[src/rtl/compliance_sim_pkg.sv]
// Shared register map, FSM state encoding and checksum helpers for the
// compliance simulation controller.
package compliance_sim_pkg;

    localparam int unsigned CHECKSUM_W = 32;

    localparam logic [3:0] OFF_CHAR   = 4'h0;
    localparam logic [3:0] OFF_CYCLES = 4'h4;
    localparam logic [3:0] OFF_HALT   = 4'h8;
    localparam logic [3:0] OFF_SIG    = 4'hC;

    typedef enum logic [1:0] {
        RUN     = 2'd0,
        DRAIN   = 2'd1,
        DONE    = 2'd2,
        TIMEOUT = 2'd3
    } sim_state_e;

    function automatic logic [CHECKSUM_W-1:0] sig_accumulate(
        input logic [CHECKSUM_W-1:0] sum,
        input logic [31:0]           data
    );
        return sum + data;
    endfunction

    function automatic logic [15:0] sat_inc16(input logic [15:0] value);
        if (value == 16'hFFFF) begin
            return value;
        end else begin
            return value + 16'h0001;
        end
    endfunction

endpackage

[src/rtl/compliance_watchdog.sv]
// Enabled free-running cycle counter; expire_o pulses combinationally while
// enabled on the cycle the count sits at Cycles-1.
module compliance_watchdog #(
    parameter int unsigned Cycles = 100000,
    parameter int unsigned Width  = $clog2(Cycles + 1)
) (
    input  logic             clk_i,
    input  logic             rst_i,
    input  logic             en_i,
    output logic [Width-1:0] count_o,
    output logic             expire_o
);

    logic [Width-1:0] count_q;
    logic [Width-1:0] count_d;

    // Next count: advance only while enabled.
    always_comb begin
        count_d = count_q;
        if (en_i) begin
            count_d = count_q + Width'(1'b1);
        end else begin
            count_d = count_q;
        end
    end

    // Count register with synchronous reset.
    always_ff @(posedge clk_i) begin
        if (rst_i) begin
            count_q <= {Width{1'b0}};
        end else begin
            count_q <= count_d;
        end
    end

    assign count_o  = count_q;
    assign expire_o = en_i && (count_q == Width'(Cycles - 1));

endmodule

[src/rtl/compliance_sim_ctrl.sv]
// Simulation-control responder on the Ibex data bus: console output, signature
// checksum, end-of-test halt and watchdog. Optional COMPLIANCE_SIM_CTRL_PRINT_EN
// adds console printing and self-termination in simulation.
module compliance_sim_ctrl
    import compliance_sim_pkg::*;
#(
    parameter int unsigned          AddrWidth     = 32,
    parameter logic [AddrWidth-1:0] BaseAddr      = AddrWidth'(32'h0002_0000),
    parameter int unsigned          TimeoutCycles = 100000,
    parameter int unsigned          DrainCycles   = 4
) (
    input  logic                 clk_sys_i,
    input  logic                 rst_sys_i,
    input  logic                 req_i,
    input  logic                 we_i,
    input  logic [3:0]           be_i,
    input  logic [AddrWidth-1:0] addr_i,
    input  logic [31:0]          wdata_i,
    output logic                 gnt_o,
    output logic                 rvalid_o,
    output logic [31:0]          rdata_o,
    output logic                 err_o,
    output logic                 char_valid_o,
    output logic [7:0]           char_o,
    output logic                 halt_o,
    output logic                 pass_o,
    output logic                 timeout_o,
    output logic [15:0]          sig_count_o
);

    localparam int unsigned WdWidth    = $clog2(TimeoutCycles + 1);
    localparam int unsigned DrainWidth = (DrainCycles > 1) ? $clog2(DrainCycles) : 1;

    sim_state_e            state_q, state_d;
    logic [DrainWidth-1:0] drain_q, drain_d;
    logic [31:0]           result_q, result_d;
    logic [CHECKSUM_W-1:0] checksum_q;
    logic [15:0]           sig_count_q;
    logic                  rvalid_q, err_q, char_valid_q;
    logic [31:0]           rdata_q;
    logic [7:0]            char_q;
    logic                  halt_q, pass_q, timeout_q;

    logic [AddrWidth-1:0]  offset_s;
    logic                  hit_s, wr_char_s, wr_halt_s, wr_sig_s;
    logic [31:0]           rdata_s;
    logic [WdWidth-1:0]    wd_count_s;
    logic                  wd_expire_s;
    logic                  unused_be_s;

    assign unused_be_s = ^be_i[3:1];

    compliance_watchdog #(
        .Cycles (TimeoutCycles),
        .Width  (WdWidth)
    ) u_watchdog (
        .clk_i    (clk_sys_i),
        .rst_i    (rst_sys_i),
        .en_i     (state_q == RUN),
        .count_o  (wd_count_s),
        .expire_o (wd_expire_s)
    );

    // Address decode; the subtraction wraps, so addresses below BaseAddr miss too.
    always_comb begin
        offset_s  = addr_i - BaseAddr;
        hit_s     = (offset_s < AddrWidth'(5'd16)) && (addr_i[1:0] == 2'b00);
        wr_char_s = 1'b0;
        wr_halt_s = 1'b0;
        wr_sig_s  = 1'b0;
        rdata_s   = 32'h0000_0000;
        if (req_i && hit_s) begin
            case (offset_s[3:0])
                OFF_CHAR:   wr_char_s = we_i && be_i[0];
                OFF_CYCLES: rdata_s   = we_i ? 32'h0000_0000 : 32'(wd_count_s);
                OFF_HALT:   wr_halt_s = we_i && (state_q == RUN);
                OFF_SIG: begin
                    if (we_i) begin
                        wr_sig_s = (state_q == RUN) || (state_q == DRAIN);
                    end else begin
                        rdata_s = checksum_q;
                    end
                end
                default:    rdata_s = 32'h0000_0000;
            endcase
        end else begin
            rdata_s = 32'h0000_0000;
        end
    end

    // FSM next state; a HALT write beats a same-cycle watchdog expiry.
    always_comb begin
        state_d  = state_q;
        drain_d  = drain_q;
        result_d = result_q;
        case (state_q)
            RUN: begin
                if (wr_halt_s) begin
                    state_d  = DRAIN;
                    drain_d  = {DrainWidth{1'b0}};
                    result_d = wdata_i;
                end else if (wd_expire_s) begin
                    state_d = TIMEOUT;
                end else begin
                    state_d = RUN;
                end
            end
            DRAIN: begin
                if (drain_q == DrainWidth'(DrainCycles - 1)) begin
                    state_d = DONE;
                end else begin
                    drain_d = drain_q + DrainWidth'(1'b1);
                end
            end
            DONE:    state_d = DONE;
            TIMEOUT: state_d = TIMEOUT;
            default: state_d = RUN;
        endcase
    end

    // FSM state and registered status outputs.
    always_ff @(posedge clk_sys_i) begin
        if (rst_sys_i) begin
            state_q   <= RUN;
            drain_q   <= {DrainWidth{1'b0}};
            result_q  <= 32'h0000_0000;
            halt_q    <= 1'b0;
            pass_q    <= 1'b0;
            timeout_q <= 1'b0;
        end else begin
            state_q   <= state_d;
            drain_q   <= drain_d;
            result_q  <= result_d;
            halt_q    <= (state_d == DONE) || (state_d == TIMEOUT);
            pass_q    <= (state_d == DONE) && (result_d == 32'h0000_0000);
            timeout_q <= (state_d == TIMEOUT);
        end
    end

    // Bus response, console character and signature bookkeeping.
    always_ff @(posedge clk_sys_i) begin
        if (rst_sys_i) begin
            rvalid_q     <= 1'b0;
            err_q        <= 1'b0;
            rdata_q      <= 32'h0000_0000;
            char_valid_q <= 1'b0;
            char_q       <= 8'h00;
            checksum_q   <= {CHECKSUM_W{1'b0}};
            sig_count_q  <= 16'h0000;
        end else begin
            rvalid_q     <= req_i;
            err_q        <= req_i && !hit_s;
            rdata_q      <= rdata_s;
            char_valid_q <= wr_char_s;
            if (wr_char_s) begin
                char_q <= wdata_i[7:0];
            end
            if (wr_sig_s) begin
                checksum_q  <= sig_accumulate(checksum_q, wdata_i);
                sig_count_q <= sat_inc16(sig_count_q);
            end
        end
    end

`ifdef COMPLIANCE_SIM_CTRL_PRINT_EN
    // Console echo and end-of-test reporting for standalone simulation.
    always_ff @(posedge clk_sys_i) begin
        if (!rst_sys_i) begin
            if (char_valid_q) begin
                $write("%c", char_q);
            end
            if ((state_d == DONE) && (state_q != DONE)) begin
                if (result_d == 32'h0000_0000) begin
                    $display("PASS checksum=%08h", checksum_q);
                end else begin
                    $display("FAIL code=%0d checksum=%08h", result_d, checksum_q);
                end
                $finish;
            end
            if ((state_d == TIMEOUT) && (state_q != TIMEOUT)) begin
                $display("TIMEOUT");
                $finish;
            end
        end
    end
`else
    // Quiet build: the surrounding bench watches halt_o and decides when to stop.
`endif

    assign gnt_o        = req_i;
    assign rvalid_o     = rvalid_q;
    assign rdata_o      = rdata_q;
    assign err_o        = err_q;
    assign char_valid_o = char_valid_q;
    assign char_o       = char_q;
    assign halt_o       = halt_q;
    assign pass_o       = pass_q;
    assign timeout_o    = timeout_q;
    assign sig_count_o  = sig_count_q;

endmodule

[config.mk]
export PLATFORM = sky130hd
export DESIGN_NAME = compliance_sim_ctrl
export DESIGN_NICKNAME = d
export VERILOG_FILES = /design/src/rtl/compliance_sim_pkg.sv /design/src/rtl/compliance_watchdog.sv /design/src/rtl/compliance_sim_ctrl.sv
export SDC_FILE = /design/constraint.sdc
export NUM_CORES = 1
export LEC_CHECK = 0
export BUFFER_PORTS_ARGS = -buffer_cell sky130_fd_sc_hd__buf_2
export CAP_MARGIN = 25
export CELL_PAD_IN_SITES_DETAIL_PLACEMENT = 2
export CELL_PAD_IN_SITES_GLOBAL_PLACEMENT = 2
export CORE_AREA = 2 2 173 175
export DETAILED_ROUTE_END_ITERATION = 7
export DIE_AREA = 0 0 175 177
export PLACE_DENSITY_LB_ADDON = 0.1
export SETUP_SLACK_MARGIN = 0.15
export SYNTH_ARGS = -nofsm -noshare
export SYNTH_HDL_FRONTEND = slang
export SYNTH_SLANG_ARGS = --single-unit
export TNS_END_PERCENT = 5
[constraint.sdc]
create_clock -name clk_sys_i -period 6.4 [get_ports clk_sys_i]
set_clock_uncertainty 0.05 [all_clocks]
set_input_delay 0.32 -clock clk_sys_i [delete_from_list [all_inputs] [get_ports clk_sys_i]]
set_output_delay 0.32 -clock clk_sys_i [all_outputs]
set_load 0.02 [all_outputs]
### After elaboration in Yosys (flattened, before gate mapping)

Index checks and enable logic that the tools add are counted.

| storage, ports and cells | value |
|---|---|
| logic and storage cells | 72 |
| flip-flop bits (word level) | 147 |
| input bits | 72 |
| output and inout port bits | 63 |

| operators by class | value |
|---|---|
| magnitude comparators | 1 |
| equal/unequal tests | 13 |
| muxes and demuxes | 19 |
| add/subtract/negate cells | 5 |
| bitwise logic cells | 2 |
| reductions and logical operators | 18 |

Operator list:

| operator | count |
|---|---|
| two-way mux 32 bit | 3 |
| one-hot mux 32 bit (2 select lines) | 1 |
| adder 32 bit | 1 |
| zero test 32 bit | 1 |
| less-than comparator 32 x 5 -> 1 bit (second input constant) | 1 |
| subtractor 32 x 18 -> 32 bit (second input constant) | 1 |
| adder 17 x 1 -> 17 bit (second input constant) | 1 |
| equality test 17 bit (second input constant) | 1 |
| two-way mux 17 bit | 1 |
| adder 16 x 1 -> 16 bit (second input constant) | 1 |
| equality test 16 bit (second input constant) | 1 |
| equality test 2 bit (second input constant) | 5 |
| two-way mux 2 bit | 5 |
| equality test 4 bit (second input constant) | 2 |
| one-hot mux 2 bit (4 select lines) | 1 |
| logical AND 1 bit | 7 |
| two-way mux 1 bit | 7 |
| equality test 4 x 3 -> 1 bit (second input constant) | 1 |
| zero test 2 bit | 2 |
| zero test 4 bit | 1 |
| != test 2 bit (second input constant) | 2 |
| one-hot mux 2 bit (2 select lines) | 1 |
| AND reduction 3 bit | 1 |
| adder 2 x 1 -> 2 bit (second input constant) | 1 |
| other kinds (7) | 9 |

### Longest topological paths before layout

| depth | value |
|---|---|
| depth after elaboration | 9 |
| gate-level depth with buffers | 11 |
| mapped depth without buffers | 11 |

### By module

A second synthesis with hierarchy kept.

| unflattened totals | value |
|---|---|
| cells, all modules | 887 |
| area, all modules | 7397.1 sq um |

Modules (own cells, without submodules):

| module | area each (sq um) | instances | sequential area each (sq um) | cells an instance |
|---|---|---|---|---|
| compliance_sim_ctrl | 6507.5 | 1 | 2602.5 | 786 |
| compliance_watchdog | 889.6 | 1 | 340.3 | 101 |

### Worst setup path before layout

No wires, ideal clock.

| timing path | value |
|---|---|
| path kind | input to register |
| start point | input wdata_i[11] |
| end point | register checksum_q[31] |
| slack | 3490 ps |
| setup time | 121 ps |
| arrival time | 2740 ps |
| stages | 10 |
| required time | 6229 ps |
| path buffers | 1 |
| cells stage by stage | ha_1 clkbuf_1 a21oi_1 nand3_1 a2111oi_0 nor2_1 a21o_1 o41a_1 mux2i_1 mux2_2 |

| on the way | value |
|---|---|
| cells in the longest elaborated chain, start to end | 1 |

Ends and longest elaborated chain:

| what | line | text |
|---|---|---|
| from (decl) | compliance_sim_ctrl.sv:18 | `input logic [31:0] wdata_i,` |
| adder 32 bit | compliance_sim_pkg.sv:23 | `return sum + data;` |
| to (signal assigned) | compliance_sim_ctrl.sv:148 | `checksum_q <= {CHECKSUM_W{1'b0}};` |
| to (signal assigned) | compliance_sim_ctrl.sv:159 | `checksum_q <= sig_accumulate(checksum_q, wdata_i);` |
| to (decl) | compliance_sim_ctrl.sv:37 | `logic [CHECKSUM_W-1:0] checksum_q;` |

Every way passes these cells.
A chain may end at the register's enable or synchronous reset.

### Worst setup path after layout

| timing path | value |
|---|---|
| start point | register checksum_q[1] |
| end point | register checksum_q[19] |

| on the way | value |
|---|---|
| cells in the longest elaborated chain, start to end | 1 |

Ends and longest elaborated chain:

| what | line |
|---|---|
| adder 32 bit | compliance_sim_pkg.sv:23 |

Every way passes these cells.

==> impl_results.md <==
- Worst-Skew Late Latency: 440 ps
- Sum Neg Setup Slack: 0 ps
- Initial antenna violation count: 0
- Vias: 6760
- Status: completed
- Critical Path End Type: flop
- Max-cap violations: 0
- Clock group share of total power: 48.9%
- Dpl hpwl: 18.8 mm
- Worst Min Path Start: wdata_i[12]
- Hold Path Class: in2reg
- Final Net Count: 1107
- CTS tree: built
- Post_cts resized: 0
- Area delta synth->final: 22.4%
- CP max stage cell: or4b_2
- Pint: 1.46 mW
- Post-DP Area: 8230 um2
- Unrepaired setup endpoints after global routing: no
- WL final: 25.4 mm
- H-tree depth: 4
- Largest net degree at the start of global routing: 62
- CP bufs+invs: 0
- Post-synth EDFFs: 0
- Ys async rst share: 0%
- Peak VDD IR: 0.168 mV
- Global Route Usage Sum: 16.9%
- Area leader, netlist: dfxtp_1
- Crit start category: flop
- Drt wl/cell: 18.1 um
- Netlist area before placement: 7170 um2
- Slew HR: 39.8%
- First-pass DRT Iterations: 4
- Core Rows: 63
- Commonest non-fill, non-tap cell in the layout: dfxtp_1
- Die area: 31000 um2
- Logic pwr share: 5.3%
- WP data arrival: 3700 ps
- Final min period: 3380 ps
- Critical path origin: checksum_q[1]$_SDFFE_PP0P_
- CP Data Required Time: 6720 ps
- Synth Instances: 880
- Final instance area: 8780 um2
- Top cells by area, synth: dfxtp_1, nand2_1, a21oi_1, ha_1, nor2_1
- DRC: 0
- # setup viols final: 0
- Die Y-Extent: 177 um
- Hold Buf Count CTS: 0
- Leak: 3.58 nW
- ANT nets after route: 0
- Total congestion overflow: 0
- Final Max Slew Viols: 0
- Critical path class: reg2reg
- Cell family with most CP delay: compound AO/OA/AOI/OAI gates
- Global-route wire length before repair: 40.4 mm
- Sw frac: 27.0%
- Starting Density: 24.5%
- CTS Buffer Depth: 2
- Root buffer cell: clkbuf_16
- Clk slew on worst S/H paths: 70 ps
- Antenna Cells: 0
- Synth Flop Type: dfxtp_1
- CTS Buf Count: 17
- Yosys top cell area share: 41.0%
- Sink Count: 147
- Reg power frac: 45.8%
- Post-Syn Area per Cell: 8.15 um2
- Post-synthesis sequential area ratio: 41.0%
- Critical R2R Launch: checksum_q[1]$_SDFFE_PP0P_
- Max FO, Critical Path: 4
- Fillers: 3384
- Routability cong.: 0.723
- Core Footprint: 29200 um2
- Mapped Nets: 988
- Die Wd: 175 um
- Max incr delay on CP: 640 ps
- Setup bufs post-CTS: 0
- Critical path, cell by cell: ha_1, a211oi_1, o211ai_1, a21boi_0, a31oi_1, a311oi_1, o21ai_0, or4b_2, nand3_1
- F_max: 296 MHz
- Yosys reg bits: 147
- Yosys warnings: 0
- NetSw: 0.542 mW
- DRT iter0 DRCs: 231
- I/O pins: 135
- Pwr dens: 228 nW/um2
- Synth cell types: 59
- Period Utilization, post-route: 52.8%
- Vias in the first global route: 7252
- Layout cells sized above 1: 17.9%
- Vias per inst: 4.82
- Fin. Hold Viols: 0
- Slew at the pin with the worst max-slew slack: 903 ps
- Most frequent cells in the layout: dfxtp_1, nand2_1, buf_2
- Port Buffer Count: 131
==> power by group through the flow <==
| stage | registers [mW] | logic (mW) | clock network (mW) |
|---|---|---|---|
| floorplan | 0.940 | 0.0541 | 0 |
| global placement | 0.940 | 0.107 | 0 |
| detailed placement | 0.940 | 0.108 | 0 |
| CTS | 0.918 | 0.109 | 1.02 |
| global route | 0.918 | 0.119 | 1.06 |
| finish | 0.918 | 0.107 | 0.980 |
==> sequential cells by signal, indices dropped and copies added (netlist names) <==
name and cells:
u_watchdog.count_o 17, char_valid_o 1, pass_o 1, state_q 2, sig_count_o 16, char_o 8
result_q 32, err_o 1, rdata_o 32, checksum_q 32, rvalid_o 1, halt_o 1
drain_q 2, timeout_o 1
==> cells by family after synthesis <==
group / synth area share [%]
flip-flops: 41.0
buffers and inverters: 3.05
AO/OA/AOI/OAI: 17.4
XOR/XNOR: 6.47
AND/OR/NAND/NOR: 24.6
adder cells (fa/ha/maj): 6.38
multiplexers: 0.994
==> metrics by stage <==
step	instances	setup WS (ps)	hold WS (ps)	power [mW]	utilization, %
5_1_grt	1402	2650	80.3	2.09	30.0
4_1_cts	1402	2950	70.2	2.04	30.0
6_report	1402	3020	93.8	2.01	30.0
3_3_place_gp	1369	2650	392	1.05	28.1
3_5_place_dp	1370	2540	397	1.05	28.1
2_1_floorplan	880	3490	382	0.994	-
==> layout make-up <==
type                       count  area, um2  area share (%)
inverter                      17       63.8           0.726
sequential                   147       2940            33.5
clock buffer                  18        429            4.89
multi-input combinational    677       4020            45.8
clock inverter                14        123            1.40
timing repair buffer         139        718            8.18
tap                          390        488            5.56
==> worst min-delay path, stage by stage <==
cell	delay, ps
buf_2	110
nand2_1	50
a21oi_1	50
==> synthesized netlist by cell type (3+ instances only) <==
cell type,count
xnor2_1,25
and4_1,4
o41a_1,3
mux2i_1,6
o21ai_0,26
nor2_1,100
and3_1,13
a21o_1,17
nand3_1,26
nor2b_1,3
inv_1,17
o21bai_1,5
nand4_1,12
nor4_1,17
dfxtp_1,147
a21oi_1,99
ha_1,35
buf_2,3
xor2_1,28
clkbuf_1,34
nor3_1,15
nor4b_1,6
or3_1,7
a31oi_1,5
nand2_1,143
a22oi_1,18
a211oi_1,6
o211ai_1,4
and2_1,16
nand2b_1,3
==> per-layer routing <==
metal	track usage, %	vias up	part of all wire, %
met5	0	-	0
met4	5.00	0	1.6
met3	3.09	19	2.4
met2	29.7	89	49
met1	21.1	3331	47
li1	-	3321	-
==> worst paths after layout <==
check | to | cells past startpoint | slack, ps
setup / recovery | checksum_q[19]$_SDFFE_PP0P_ | 9 | 3020
hold / removal | result_q[12]$_SDFF_PP0_ | 3 | 90
setup reg to reg | checksum_q[19]$_SDFFE_PP0P_ | 9 | 3020
hold reg to reg | result_q[17]$_SDFF_PP0_ | 2 | 400
No activity file was read; power rests on OpenSTA's default activity.
